===== src/rtl/carregador_elevador.sv =====
// -----------------------------------------------------------------------------
// carregador_elevador
//
// Holds objects waiting at each floor and, when the elevator door opens,
// loads the waiting objects of the current floor into the elevator content RAM.
//
// Storage is four independent 4-entry FIFOs, one per origin floor. Each entry
// holds {tipo, destino}. A loading FSM pops the latched floor's queue one
// object at a time, writing each into the RAM. It stops when the queue is
// empty or the RAM reports 8 occupied slots.
//
// Ports
//    clk                 rising-edge clock
//    clear               synchronous active-high reset
//    novo_objeto         push request (one object per cycle)
//    in_andar_origem     floor where the pushed object waits
//    in_tipo_objeto      pushed object type
//    in_destino_objeto   pushed object destination floor
//    iniciar_carga       one-cycle pulse: door open, loading may start
//    andar_atual         current elevator floor
//    qtd_ocupada         occupied RAM slots (0..8), valid one cycle after a write
//    weT                 RAM write strobe
//    out_tipo_objeto     type being written (0 when weT=0)
//    out_destino_objeto  destination being written (0 when weT=0)
//    tem_objeto_andar    bit n = floor-n queue non-empty (registered)
//    fila_cheia          bit n = floor-n queue full (registered)
//    carregando          high while the FSM is not idle
//    fim_carga           one-cycle pulse when loading finishes
//    erro_push           one-cycle pulse after a rejected push
// -----------------------------------------------------------------------------
module carregador_elevador (
   input  logic       clk,
   input  logic       clear,
   input  logic       novo_objeto,
   input  logic [1:0] in_andar_origem,
   input  logic [1:0] in_tipo_objeto,
   input  logic [1:0] in_destino_objeto,
   input  logic       iniciar_carga,
   input  logic [1:0] andar_atual,
   input  logic [3:0] qtd_ocupada,
   output logic       weT,
   output logic [1:0] out_tipo_objeto,
   output logic [1:0] out_destino_objeto,
   output logic [3:0] tem_objeto_andar,
   output logic [3:0] fila_cheia,
   output logic       carregando,
   output logic       fim_carga,
   output logic       erro_push
);

   typedef enum logic [2:0] {
      OCIOSO,
      CARGA,
      ESCREVE,
      ESPERA,
      FIM
   } estado_t;

   estado_t    r_estado;
   logic [1:0] r_andar;

   logic [1:0] r_memTipo    [0:3][0:3];
   logic [1:0] r_memDestino [0:3][0:3];
   logic [1:0] r_wrPtr      [0:3];
   logic [1:0] r_rdPtr      [0:3];
   logic [2:0] r_count      [0:3];

   logic       r_weT;
   logic [1:0] r_outTipo;
   logic [1:0] r_outDestino;
   logic [3:0] r_tem;
   logic [3:0] r_cheia;
   logic       r_carregando;
   logic       r_fim;
   logic       r_erro;

   logic [3:0] w_push;
   logic [3:0] w_pop;
   logic       w_aceita;
   logic       w_rejeita;
   logic [2:0] w_nextCount [0:3];

   // Push/pop decision. The only pop source is the FSM in ESCREVE, on the
   // latched floor. A full queue still accepts a push when it is being popped
   // in the same cycle, because the freed slot is exactly the one written.
   always_comb begin
      w_push    = '0;
      w_pop     = '0;
      w_aceita  = 1'b0;
      w_rejeita = 1'b0;
      w_pop[r_andar] = (r_estado == ESCREVE);
      if (novo_objeto) begin
         if ((in_destino_objeto != in_andar_origem) &&
             ((r_count[in_andar_origem] != 3'd4) || w_pop[in_andar_origem])) begin
            w_push[in_andar_origem] = 1'b1;
            w_aceita                = 1'b1;
         end else begin
            w_rejeita = 1'b1;
         end
      end
   end

   // Count after this cycle's push/pop. It feeds both the count registers and
   // the status flags, so the flags track the counts with one cycle of latency.
   always_comb begin
      for (int i = 0; i < 4; i++) begin
         w_nextCount[i] = r_count[i];
         case ({w_push[i], w_pop[i]})
            2'b10:   w_nextCount[i] = r_count[i] + 3'd1;
            2'b01:   w_nextCount[i] = r_count[i] - 3'd1;
            default: w_nextCount[i] = r_count[i];
         endcase
      end
   end

   // FIFO payload storage. It has no reset: a cleared queue has zero count,
   // so stale entries are never read.
   always_ff @(posedge clk) begin
      if (!clear && w_aceita) begin
         r_memTipo[in_andar_origem][r_wrPtr[in_andar_origem]]    <= in_tipo_objeto;
         r_memDestino[in_andar_origem][r_wrPtr[in_andar_origem]] <= in_destino_objeto;
      end
   end

   // FIFO pointers, counts, status flags and the push-error pulse. The 2-bit
   // pointers wrap from 3 to 0 naturally.
   always_ff @(posedge clk) begin
      if (clear) begin
         for (int i = 0; i < 4; i++) begin
            r_wrPtr[i] <= '0;
            r_rdPtr[i] <= '0;
            r_count[i] <= '0;
         end
         r_tem   <= '0;
         r_cheia <= '0;
         r_erro  <= 1'b0;
      end else begin
         for (int i = 0; i < 4; i++) begin
            if (w_push[i]) r_wrPtr[i] <= r_wrPtr[i] + 2'd1;
            if (w_pop[i])  r_rdPtr[i] <= r_rdPtr[i] + 2'd1;
            r_count[i] <= w_nextCount[i];
            r_tem[i]   <= (w_nextCount[i] != 3'd0);
            r_cheia[i] <= (w_nextCount[i] == 3'd4);
         end
         r_erro <= w_rejeita;
      end
   end

   // Loading FSM. Outputs are registered on the transition into the state that
   // owns them, so weT and the write data are high exactly during ESCREVE.
   // The head is captured on the CARGA->ESCREVE edge. It cannot change before
   // the pop, because pushes only ever touch the tail. ESPERA gives the RAM
   // one cycle to update qtd_ocupada before the next CARGA check.
   always_ff @(posedge clk) begin
      if (clear) begin
         r_estado     <= OCIOSO;
         r_andar      <= '0;
         r_weT        <= 1'b0;
         r_outTipo    <= '0;
         r_outDestino <= '0;
         r_fim        <= 1'b0;
         r_carregando <= 1'b0;
      end else begin
         r_weT        <= 1'b0;
         r_outTipo    <= '0;
         r_outDestino <= '0;
         r_fim        <= 1'b0;
         case (r_estado)
            OCIOSO: begin
               if (iniciar_carga) begin
                  r_andar      <= andar_atual;
                  r_estado     <= CARGA;
                  r_carregando <= 1'b1;
               end
            end
            CARGA: begin
               if ((r_count[r_andar] != 3'd0) && (qtd_ocupada < 4'd8)) begin
                  r_estado     <= ESCREVE;
                  r_weT        <= 1'b1;
                  r_outTipo    <= r_memTipo[r_andar][r_rdPtr[r_andar]];
                  r_outDestino <= r_memDestino[r_andar][r_rdPtr[r_andar]];
               end else begin
                  r_estado <= FIM;
                  r_fim    <= 1'b1;
               end
            end
            ESCREVE: r_estado <= ESPERA;
            ESPERA:  r_estado <= CARGA;
            FIM: begin
               r_estado     <= OCIOSO;
               r_carregando <= 1'b0;
            end
            default: begin
               r_estado     <= OCIOSO;
               r_carregando <= 1'b0;
            end
         endcase
      end
   end

   assign weT                = r_weT;
   assign out_tipo_objeto    = r_outTipo;
   assign out_destino_objeto = r_outDestino;
   assign tem_objeto_andar   = r_tem;
   assign fila_cheia         = r_cheia;
   assign carregando         = r_carregando;
   assign fim_carga          = r_fim;
   assign erro_push          = r_erro;

endmodule


===== config.mk =====
export PLATFORM = sky130hd
export DESIGN_NAME = carregador_elevador
export DESIGN_NICKNAME = d
export VERILOG_FILES = /design/src/rtl/carregador_elevador.sv
export SDC_FILE = /design/constraint.sdc
export NUM_CORES = 1
export LEC_CHECK = 0
export ABC_AREA = 1
export CAP_MARGIN = 20
export CORE_UTILIZATION = 40
export CTS_CLUSTER_SIZE = 24
export DETAILED_ROUTE_END_ITERATION = 6
export GPL_TIMING_DRIVEN = 0
export SLEW_MARGIN = 20
export SYNTH_ARGS = -nofsm -noshare
export SYNTH_HDL_FRONTEND = slang
export SYNTH_SLANG_ARGS = --single-unit

===== constraint.sdc =====
create_clock -name clk -period 2.9 [get_ports clk]
set_input_delay 0.725 -clock clk [delete_from_list [all_inputs] [get_ports clk]]
set_output_delay 0.725 -clock clk [all_outputs]
set_load 0.02 [all_outputs]

==> results by group <==
Drt
  – Total routed wirelength: 11.1 mm
  – WL per Instance: 14.7 um
  – Drt first pass iters: 4
  – Post-DRT Antenna Nets: 0
  – Iteration-0 DRC Markers: 201
  – Vias after detailed routing: 3642
  – DRC viols: 0
  – Avg Vias per Cell: 4.83

STA
  – Worst slew margin: 55.3%
  – Fin. Hold Viols: 0
  – Final Max Slew Viols: 0
  – Final WS setup: 0.212 ns
  – Hold slack: 0.495 ns
  – Fin Clk Skew: 0.00710 ns
  – RSZ-0062 raised after global routing: true
  – Worst slew pin tran: 0.669 ns
  – # setup viols final: 0
  – Maximum clock frequency: 0.372 GHz
  – Crit path time final: 2.69 ns
  – Final Cycle Share: 92.7%

Global routing
  – Number of global-route vias before repair: 3654
  – First-pass GRT wire length: 17.8 mm
  – Initial antenna violation count: 0
  – Gr ovfl total: 0
  – Tot GR Track Use: 18.7%
  – Largest net degree at the start of global routing: 18

Critical path
  – Critical path required time: 3.21 ns
  – CP max stage cell: fa_1
  – CP top delay family: simple AND/OR/NAND/NOR gates
  – Arrival time worst endpoint: 2.99 ns
  – Largest stage delay, worst path: 0.39 ns
  – Worst setup SP type: input port
  – CP endpoint kind: flop
  – CP max FO: 10
  – CP Buf/Inv Count: 4
  – CP cell instances: clkbuf_4 -> nor2_2 -> inv_2 -> nor2_1 -> nor2_1 -> nand3_2 -> buf_6 -> nand4_1 -> ha_1 -> inv_1 -> fa_1 -> a21oi_1 -> o21ai_0 -> xor2_1 -> nand2_1 -> nand2_1
  – Crit path kind: input port to flop

Clocking
  – Clk buf depth: 2
  – Worst-skew pair later-pin latency: 0.42 ns
  – Post-CTS Hold Fix Bufs: 0
  – CTS Sinks: 115
  – CTS root buf: clkbuf_16
  – Clock Pin Slew Worst Setup and Hold Paths: 0.05 ns
  – H-Tree Depth: 4
  – CTS tree: done
  – Num CTS Buffers: 17

Synthesis
  – Ys flop type: edfxtp_1
  – Largest area contributor in the netlist: edfxtp_1
  – Most common cell in the synthesized netlist: nand2_1
  – Mapped Nets: 549
  – Post-synthesis sequential area ratio: 61.1%
  – Async SR Flop Fraction: 0%
  – Post-synth EDFFs: 80
  – Top post-synthesis cells by area: edfxtp_1 (47%), dfxtp_1 (14%), nand2_1 (8.1%)
  – Synth Register Bits: 115
  – Post-Syn Area: 0.00508 mm^2
  – Yosys top cell area share: 47.3%
  – Post-Syn Area per Cell: 9.68 um^2
  – Cell variety after synth: 29
  – Cells after Synth: 525
  – Commonest cells in the netlist: nand2_1 (110), nor2_1 (96), edfxtp_1 (80)
  – Yosys warns: 0

Cells and area
  – Fill cells: 1150
  – ANT cells: 0
  – Share of layout cells above drive strength 1: 9.90%
  – Syn-to-layout area delta: 22.1%
  – Final Core Density: 50.8%
  – Layout Nets: 597

Place
  – Pre-CTS setup slack: -0.974 ns
  – Port bufs: 28
  – DP HPWL: 7.84 mm
  – GP Congestion: 0.803

Worst hold path
  – Worst Hold Class: flop to flop

Floorplan
  – Die Ht: 115 um
  – Total core area: 0.0122 mm^2
  – Die Wd: 115 um
  – Row cnt: 40
  – Die area: 0.0132 mm^2
  – Initial Util: 41.6%
  – Boundary Pins: 32

Outcome
  – Outcome: complete, no violations

Pwr
  – PD cells: 711 mW/mm^2
  – Pleak: 2.37 nW
  – Maximum VDD drop: 0.000404 V

Run
  – Max Cap Viol: 0
## stage by stage
step	cells	area (um^2)	TNS [ns]	power [W]
floorplan	525	5080	0	0.00213
detailed placement	721	5570	-29.25	0.00228
CTS	753	6200	0	0.00444
global route	754	6210	-0.0213	0.00458
finish	754	6210	0	0.00442
global placement	721	5570	-26.22	0.00227
## worst reg2reg max path: stages (launching register included)
cell and delay (ns):
dfxtp_1 0.33, nor2_1 0.18, nand2_1 0.07, nand2_1 0.06, nand2_1 0.06, nor2_2 0.14, nand3_2 0.13, buf_6 0.17
nand4_1 0.11, ha_1 0.16, inv_1 0.07, fa_1 0.39, a21oi_1 0.17, o21ai_0 0.12, xor2_1 0.16, nand2_1 0.11
nand2_1 0.06
## repair_timing
| action | in CTS | in global routing |
|---|---|---|
| resized for setup | 16 | 13 |
| setup endpoints to repair | 16 | 12 |
| buffers inserted | 0 | 1 |
| pin swaps | 0 | 1 |
## registers in the layout (all words and copies together) (netlist names), 2 cells and up, named ones only
signal,cells
r_count,12
r_memDestino,32
r_wrPtr,8
out_tipo_objeto,2
r_andar,2
r_estado,3
r_rdPtr,8
tem_objeto_andar,4
out_destino_objeto,2
r_memTipo,32
fila_cheia,4
## layout make-up
type                    instances  area (um^2)  share of cell area, %
plain buffers                  15         70.1                   1.13
clock buffers                  19          433                   6.98
clock inverters                13          183                   2.94
inverters                      49          184                   2.96
multi-input cells             346         1740                   28.0
flip-flops and latches        115         3100                   50.0
well taps                     168          210                   3.39
repair buffers                 29          285                   4.60
## cells in the final DEF, fill, tap and decap left out, types with 7 or more instances in the layout
master / netlist / layout
a21oi_1: 17 / 17
buf_2: 5 / 7
clkbuf_1: 8 / 10
clkbuf_16: 0 / 17
clkdlybuf4s50_1: 0 / 24
dfxtp_1: 35 / 35
edfxtp_1: 80 / 80
inv_1: 43 / 41
nand2_1: 110 / 109
nand3_1: 36 / 36
nand4_1: 13 / 13
nor2_1: 96 / 94
o21ai_0: 27 / 26
xnor2_1: 14 / 14
## kinds of logic after synthesis
logic type	share of synthesized area, %
flip-flops	61.1
XOR/XNOR	3.10
AO/OA/AOI/OAI	5.22
AND/OR/NAND/NOR	23.1
adder cells (fa/ha/maj)	2.56
buffers and inverters	5.00
## path summary, 6_finish.rpt
| path | startpoint | to | slack, ns | cells past startpoint |
|---|---|---|---|---|
| max | in_andar_origem[1] | tem_objeto_andar[1] | 0.21 | 16 |
| min | carregando | carregando | 0.50 | 2 |
| max reg2reg | r_count[0][0] | tem_objeto_andar[1] | 0.30 | 16 |
| min reg2reg | carregando | carregando | 0.50 | 2 |
## power by group
part	internal [W]	switching (W)
Combinational	0.000145	0.000286
Sequential	0.00180	0.0000282
Clock	0.00143	0.000727
## routing by layer
layer | global-route usage [%] | wire length [um] | vias up
met5 | 0 | 0 | -
met4 | 8.92 | 233 | 0
met2 | 29.0 | 5070 | 63
met3 | 5.08 | 410 | 19
li1 | - | - | 1854
met1 | 24.3 | 5360 | 1706
No activity file was read; power rests on OpenSTA's default activity.
